File: config.mk
export PLATFORM = sky130hd
export DESIGN_NAME = div_16_8_seq
export DESIGN_NICKNAME = d
export VERILOG_FILES = /design/src/rtl/div_16_8_seq.sv
export SDC_FILE = /design/constraint.sdc
export NUM_CORES = 1
export LEC_CHECK = 0
export CORE_ASPECT_RATIO = 1.25
export CORE_MARGIN = 3
export CORE_UTILIZATION = 50
export CTS_CLUSTER_SIZE = 10
export DETAILED_ROUTE_END_ITERATION = 8
export PLACE_DENSITY = 0.83
export SLEW_MARGIN = 5
export SYNTH_ARGS = -nofsm -noshare
export SYNTH_HDL_FRONTEND = slang
export SYNTH_SLANG_ARGS = --single-unit
File: constraint.sdc
create_clock -name clk -period 4.4 [get_ports clk]
set_clock_uncertainty 0.15 [all_clocks]
set_input_delay 0.88 -clock clk [delete_from_list [all_inputs] [get_ports clk]]
set_output_delay 0.88 -clock clk [all_outputs]
set_load 0.03 [all_outputs]
File: src/rtl/div_16_8_seq.sv
// ---------------------------------------------------------------------------
// div_16_8_seq
//   Sequential unsigned 16/8 restoring divider. One quotient bit is produced
//   per clock, so a division takes 8 cycles from accept to result. Operands are
//   accepted with a valid/ready handshake, and the result is offered the same
//   way. The result is held until the consumer takes it and is kept after that.
//
// Ports
//   clk        in   1   clock, all state on rising edge
//   rst_n      in   1   asynchronous active-low reset
//   in_valid   in   1   operand pair offered
//   in_ready   out  1   high only while idle
//   dividend   in  16   unsigned dividend
//   divisor    in   8   unsigned divisor
//   out_valid  out  1   result available (DONE state)
//   out_ready  in   1   consumer takes result
//   quotient   out  8   unsigned quotient
//   remainder  out  8   unsigned remainder
//   ovf        out  1   quotient overflow / divide-by-zero flag
//
// Build option
//   DIV_OVF_DETECT_EN : when defined, operands with dividend[15:8] >= divisor
//   (this includes divisor == 0) skip the iteration. They complete one cycle
//   after accept with quotient = remainder = 0xFF and ovf = 1. When the macro
//   is undefined, ovf is tied to 0 and every division runs all 8 steps.
// ---------------------------------------------------------------------------
module div_16_8_seq (
  input  logic        clk,
  input  logic        rst_n,
  input  logic        in_valid,
  output logic        in_ready,
  input  logic [15:0] dividend,
  input  logic [7:0]  divisor,
  output logic        out_valid,
  input  logic        out_ready,
  output logic [7:0]  quotient,
  output logic [7:0]  remainder,
  output logic        ovf
);

  typedef enum logic [1:0] {IDLE, BUSY, DONE} state_t;

  state_t      r_state;
  state_t      w_state_nxt;

  logic [2:0]  r_cnt;
  // The partial remainder is held as 8 bits. The ninth bit of R is never
  // consumed, because each step shifts only R[7:0] into the trial value.
  logic [7:0]  r_rem;
  logic [7:0]  r_dvd_lo;    // remaining dividend bits, next one at [7]
  logic [7:0]  r_dvs;
  logic [7:0]  r_quo;
  logic [7:0]  r_quotient;
  logic [7:0]  r_remainder;

  logic        w_accept;
  logic        w_last;
  logic        w_qbit;
  logic [7:0]  w_rem_nxt;
  logic        w_ovf_pend;

  // One restoring step: T = {R[7:0], next dividend bit}, subtract if it fits.
  // Returns {quotient bit, new R[7:0]}.
  function automatic logic [8:0] div_step(input logic [7:0] rem_in,
                                          input logic       dvd_bit,
                                          input logic [7:0] dvs_in);
    logic [8:0] t;
    logic [8:0] d;
    t = {rem_in, dvd_bit};
    d = {1'b0, dvs_in};
    if (t >= d) begin
      t = t - d;
      return {1'b1, t[7:0]};
    end
    return {1'b0, t[7:0]};
  endfunction

  assign {w_qbit, w_rem_nxt} = div_step(r_rem, r_dvd_lo[7], r_dvs);

  assign w_accept  = in_valid && (r_state == IDLE);
  assign in_ready  = (r_state == IDLE);
  assign out_valid = (r_state == DONE);
  assign quotient  = r_quotient;
  assign remainder = r_remainder;

`ifdef DIV_OVF_DETECT_EN
  logic r_ovf_pend;
  logic r_ovf;

  // Overflow is decided at accept. A pending overflow spends exactly one
  // BUSY cycle and then reports the saturated result.
  always_ff @(posedge clk or negedge rst_n) begin
    if (!rst_n) begin
      r_ovf_pend <= 1'b0;
      r_ovf      <= 1'b0;
    end else if (w_accept) begin
      r_ovf_pend <= (dividend[15:8] >= divisor);
    end else if (r_state == BUSY) begin
      if (r_ovf_pend) begin
        r_ovf <= 1'b1;
      end else if (r_cnt == 3'd7) begin
        r_ovf <= 1'b0;
      end
    end
  end

  assign w_ovf_pend = r_ovf_pend;
  assign ovf        = r_ovf;
`else
  assign w_ovf_pend = 1'b0;
  assign ovf        = 1'b0;
`endif

  assign w_last = w_ovf_pend || (r_cnt == 3'd7);

  always_ff @(posedge clk or negedge rst_n) begin
    if (!rst_n) begin
      r_state <= IDLE;
    end else begin
      r_state <= w_state_nxt;
    end
  end

  always_comb begin
    w_state_nxt = r_state;
    case (r_state)
      IDLE:    if (in_valid)  w_state_nxt = BUSY;
      BUSY:    if (w_last)    w_state_nxt = DONE;
      DONE:    if (out_ready) w_state_nxt = IDLE;
      default:                w_state_nxt = IDLE;
    endcase
  end

  always_ff @(posedge clk or negedge rst_n) begin
    if (!rst_n) begin
      r_cnt       <= 3'd0;
      r_rem       <= 8'd0;
      r_dvd_lo    <= 8'd0;
      r_dvs       <= 8'd0;
      r_quo       <= 8'd0;
      r_quotient  <= 8'd0;
      r_remainder <= 8'd0;
    end else if (w_accept) begin
      r_cnt    <= 3'd0;
      r_rem    <= dividend[15:8];
      r_dvd_lo <= dividend[7:0];
      r_dvs    <= divisor;
      r_quo    <= 8'd0;
    end else if (r_state == BUSY) begin
      if (w_ovf_pend) begin
        r_quotient  <= 8'hFF;
        r_remainder <= 8'hFF;
      end else begin
        r_cnt    <= r_cnt + 3'd1;
        r_rem    <= w_rem_nxt;
        r_dvd_lo <= {r_dvd_lo[6:0], 1'b0};
        r_quo    <= {r_quo[6:0], w_qbit};
        // The visible result changes only when the final step completes.
        // This keeps it stable in IDLE and while DONE waits for out_ready.
        if (r_cnt == 3'd7) begin
          r_quotient  <= {r_quo[6:0], w_qbit};
          r_remainder <= w_rem_nxt;
        end
      end
    end
  end

endmodule

After elaboration in Yosys (flattened, before gate mapping). Cells that the tools add are included.

Input port bits: 28. ROM bits: 0. Memories: 0. Bits in registers: 52. RAM bits: 0. Latch bits: 0.

Multiply operators: 0. Shift operators: 0. Equal/unequal tests: 6. Div/mod/pow operators: 0. Muxes and demuxes: 16. Order comparisons: 1. Bitwise logic cells: 1. Add/sub/neg operators: 2. Reduce and logical (&&, ||, !) cells: 5.

Operators by type and width (number): 8-bit two-way mux (5); 9-bit two-way mux (2); 7-bit two-way mux (2); 9-bit by 8-bit greater-or-equal comparator with 1-bit output (1); 8-bit subtractor (1); 2-bit two-way mux (3); 3-bit two-way mux (2); 2-bit one-hot mux with 3 select lines (1); 3-bit AND reduction (2); 2-bit inequality test (second input constant) (2); 3-bit by 1-bit adder with 3-bit output (second input constant) (1); 3-bit equality test (second input constant) (1); 2-bit by 1-bit equality test with 1-bit output (second input constant) (1); 2-bit equality test (second input constant) (1); 2-bit zero test (1); 2-bit by 1-bit inequality test with 1-bit output (second input constant) (1); 2-bit nonzero test (1); 1-bit logical AND (1); 1-bit two-way mux (1); 1-bit NOT (1).

Logic depth before layout (Yosys ltp).
Depth in word-level cells: 5. Mapped depth: 8. Depth with buffers taken out: 8.

Worst setup path after synthesis. OpenSTA, ideal clock, no wires.

Kind: register to register. Start point: reg r_rem[3]. End point: reg r_rem[7]. Stages on the path, launching flop included: 8. Data required time: 4.118 ns. Setup slack: 2.318 ns. Arrival time: 1.799 ns. Library setup time: 0.132 ns. Path buffers: 1. Cells stage by stage: dfrtp_1 ha_1 a21o_1 a31o_1 o221a_2 buf_6 o2111ai_2 o211ai_1.

Longest elaborated chain between the ends: 5. Elaborated cells on any way between the ends: 8.

Ends and longest elaborated chain: start: declaration (line 49) `logic [7:0] r_rem;`; start signal: assignment (line 145) `r_rem <= dividend[15:8];`; start signal: assignment (line 155) `r_rem <= w_rem_nxt;`; 8-bit subtractor or 9-bit by 8-bit greater-or-equal comparator with 1-bit output (tied branches) (line 72, 71); 8-bit two-way mux (tied with other cells) (line 71) `if (t >= d) begin`; 9-bit two-way mux * (line 75) `return {1'b0, t[7:0]};`; 8-bit two-way mux * (line 149) `end else if (r_state == BUSY) begin`; 8-bit two-way mux * (line 143) `end else if (w_accept) begin`.

Mark *: on every way between the ends. The rest lies on a longest branch, timed or not. The select of a mux whose other input is x is not followed. A chain may end at the register's enable or synchronous reset.

Final worst setup path.
Start point: reg r_state[0]. End point: out out_valid.

Longest elaborated chain between the ends: 1.

Ends and longest elaborated chain: start: declaration (line 43) `state_t r_state;`; start signal: assignment (line 120) `r_state <= w_state_nxt;`; 2-bit equality test (line 82) `assign out_valid = (r_state == DONE);`; end: declaration (line 34) `output logic out_valid,`.

Every way passes these cells.

==> flow_summary_export.csv <==
group,metric,value,unit
status,status,"finished clean",
clocking,cts.sinks,52,
power_and_ir_drop,leakage,1.53,nW
synthesis,ys_seq_elements,52,
critical_path,worstPathRequired,3.37,ns
floorplan,std_cell_rows,29,
routing,wirelength,6.11,mm
synthesis,avgSynthCellArea,9.11,sq um
routing,drt-pass1-iter-count,4,
place,dp_slack,1.77,ns
floorplan,core_area,5190,sq um
final_layout,seq_area,1300,sq um
critical_path,cp_slowest_cell,"clkdlybuf4s50_1",
timing,finalCriticalPeriod,2.64,ns
synthesis,synthCells,303,
clocking,root_buffer,"clkbuf_8",
timing,slew_viol_final,0,
timing,worst_pin_slew,0.945,ns
critical_path,critical_path_arrival,1.61,ns
min_path,hold_path_class,"register to register",
final_layout,fin_nets,378,
grt,grt_max_degree,53,
final_layout,fillerInstances,440,
critical_path,criticalPathCategory,"register to output port",
timing,rsz0062_at_grt,"no",
timing,fin_crit_sh,60.1,%
routing,post_drt_wl_per_cell,15.2,microns
floorplan,dieArea,6450,sq um
routing,via_per_inst,5.79,
final_layout,layout_commonest_cell,"nand2_1",
synthesis,synth_warnings,0,
critical_path,worstRegToRegCells,5,
timing,setup_slack,1.76,ns
synthesis,synth_nets,342,
place,dp_hpwl,4.20,mm
synthesis,ys_seq_area_share,47.2,%
synthesis,synth-async-reset-ratio,100,%
grt,grt-ovfl-total,0,
clocking,h-tree-depth,2,
place,gp_congestion,0.895,
timing,setup_viol,0,
critical_path,path_max_fanout,4,
clocking,clock_latency,0.31,ns
grt,met3_usage,4.16,%
final_layout,drive_gt1_share,6.18,%
timing,final.setup.tns,0,ns
routing,drc_errors,0,
critical_path,slowest_delay,0.68,ns
synthesis,synth_cell_types,49,
routing,antenna_left,0,
synthesis,ys.flop_type,"dfrtp_1",
grt,antenna_found_initial,0,
final_layout,multiInputGateArea,1260,sq um
timing,relSlewSlack,37.0,%
clocking,numCtsBuffers,5,
critical_path,critPathLaunchType,"register",
floorplan,die_h,89.1,microns
critical_path,crit_chain,"nand2b_1, inv_1, clkdlybuf4s50_1",
routing,drt-initial-drc-count,328,
routing,vias,2328,
floorplan,die_x,72.4,microns
place,io_buffers,45,
synthesis,synth.cell_area,2760,sq um
timing,hold_violations,0,
grt,top_usage_layer,"met2",
power_and_ir_drop,powerDensity,863,nW/um^2
floorplan,ios,47,
clocking,cts_resized,0,
flow_run,drv_cap,0,
grt,grt_usage,20.5,%
final_layout,diodes,0,
critical_path,endpoint_kind,"output port",
grt,grtUsageMet2,34.3,%
timing,timing.fmax,0.378,GHz
clocking,cts_setup_buffers,0,
grt,grt_pass1_wl,10.4,mm
clocking,clockBufferDepth,2,
clocking,cts_tree,"yes",
clocking,holdBufCountCts,0,
final_layout,final_cell_mix,"nand2_1, dfrtp_1, clkdlybuf4s50_1",
grt,grt_pass1_vias,2279,
clocking,clk_pin_slew,0.10,ns
synthesis,synth_edf_count,0,
power_and_ir_drop,ir_worst_vdd,0.339,mV
grt,gr-usage-met1,26.9,%
floorplan,initial_utilization,53.2,%
min_path,min_path_cells,2,
final_layout,synthToLayoutAreaGrowth,18.4,%
-- report_power, final --
| group | internal, mW | switching, mW |
|---|---|---|
| Combinational | 0.640 | 0.997 |
| Clock | 0.172 | 0.160 |
| Sequential | 0.706 | 0.145 |
-- cells in the mapped netlist, types with 3 or more instances --
master    instances  area, sq um
and3_1            6         37.5
nand2_1          75          282
clkbuf_1          9         33.8
a22oi_1           6         45.0
buf_6             3         33.8
dfrtp_1          52         1300
nand4_1           8         50.1
nor2_1           14         52.6
o31ai_1           7         52.6
nand3_1          15         75.1
nor3_2            3         30.0
nand2b_1          5         31.3
a31oi_1           3         18.8
and2_1            3         18.8
clkbuf_8          5         68.8
ha_1             10          125
a21oi_1          14         70.1
inv_1            12         45.0
o21ai_0          17         85.1
-- layout make-up --
cell class	count	area share [%]
clock buffer	6	2.22
clock inverter	2	1.19
inverter	12	1.38
multi-input combinational	220	38.7
sequential	52	39.8
tap	62	2.37
timing repair buffer	48	14.3
-- worst paths after layout --
kind / startpoint / endpoint / slack [ns]
max in group asynchronous: rst_n / remainder[5] / 3.14
worst min register to register: quotient[5] / quotient[5] / 0.33
worst max-delay path: r_state[0] / out_valid / 1.76
worst min-delay path: quotient[5] / quotient[5] / 0.33
min in group asynchronous: rst_n / r_dvs[1] / 0.53
worst max register to register: r_state[1] / remainder[7] / 1.83
-- stage by stage --
stage	cell area [sq um]	power (mW)	instances	util (%)	hold slack (ns)
3_3_place_gp	3160	2.41	394	60.8	0.307
3_5_place_dp	3160	2.47	394	60.8	0.312
2_1_floorplan	2760	2.10	303	-	0.288
6_report	3270	2.82	402	63.0	0.328
4_1_cts	3270	2.81	402	63.0	0.336
5_1_grt	3270	3.06	402	63.0	0.361
-- worst max-delay path, delay by kind of cell (launching register included) --
family | cells | cell delay, ns
buffers and inverters | 2 | 0.74
flip-flops | 1 | 0.41
AND/OR/NAND/NOR | 1 | 0.16
-- registers in the layout, indices dropped and copies added (netlist names) --
register / cells
quotient: 8
r_cnt: 3
r_dvd_lo: 8
r_dvs: 8
r_quo: 7
r_rem: 8
r_state: 2
remainder: 8
-- per-layer routing --
layer	wire length [microns]	vias to the layer above
li1	-	1122
met1	2590	1111
met2	3080	87
met3	365	8
met4	81	0
met5	0	-
-- kinds of logic after synthesis --
logic type	share of synthesized area (%)
fa+ha+maj	5.26
buf+inv	7.03
other cells	0.136
flops	47.2
compound gates	16.0
xor+xnor	0.635
mux	0.363
simple gates	23.4
(Power assumes the default switching activity.)
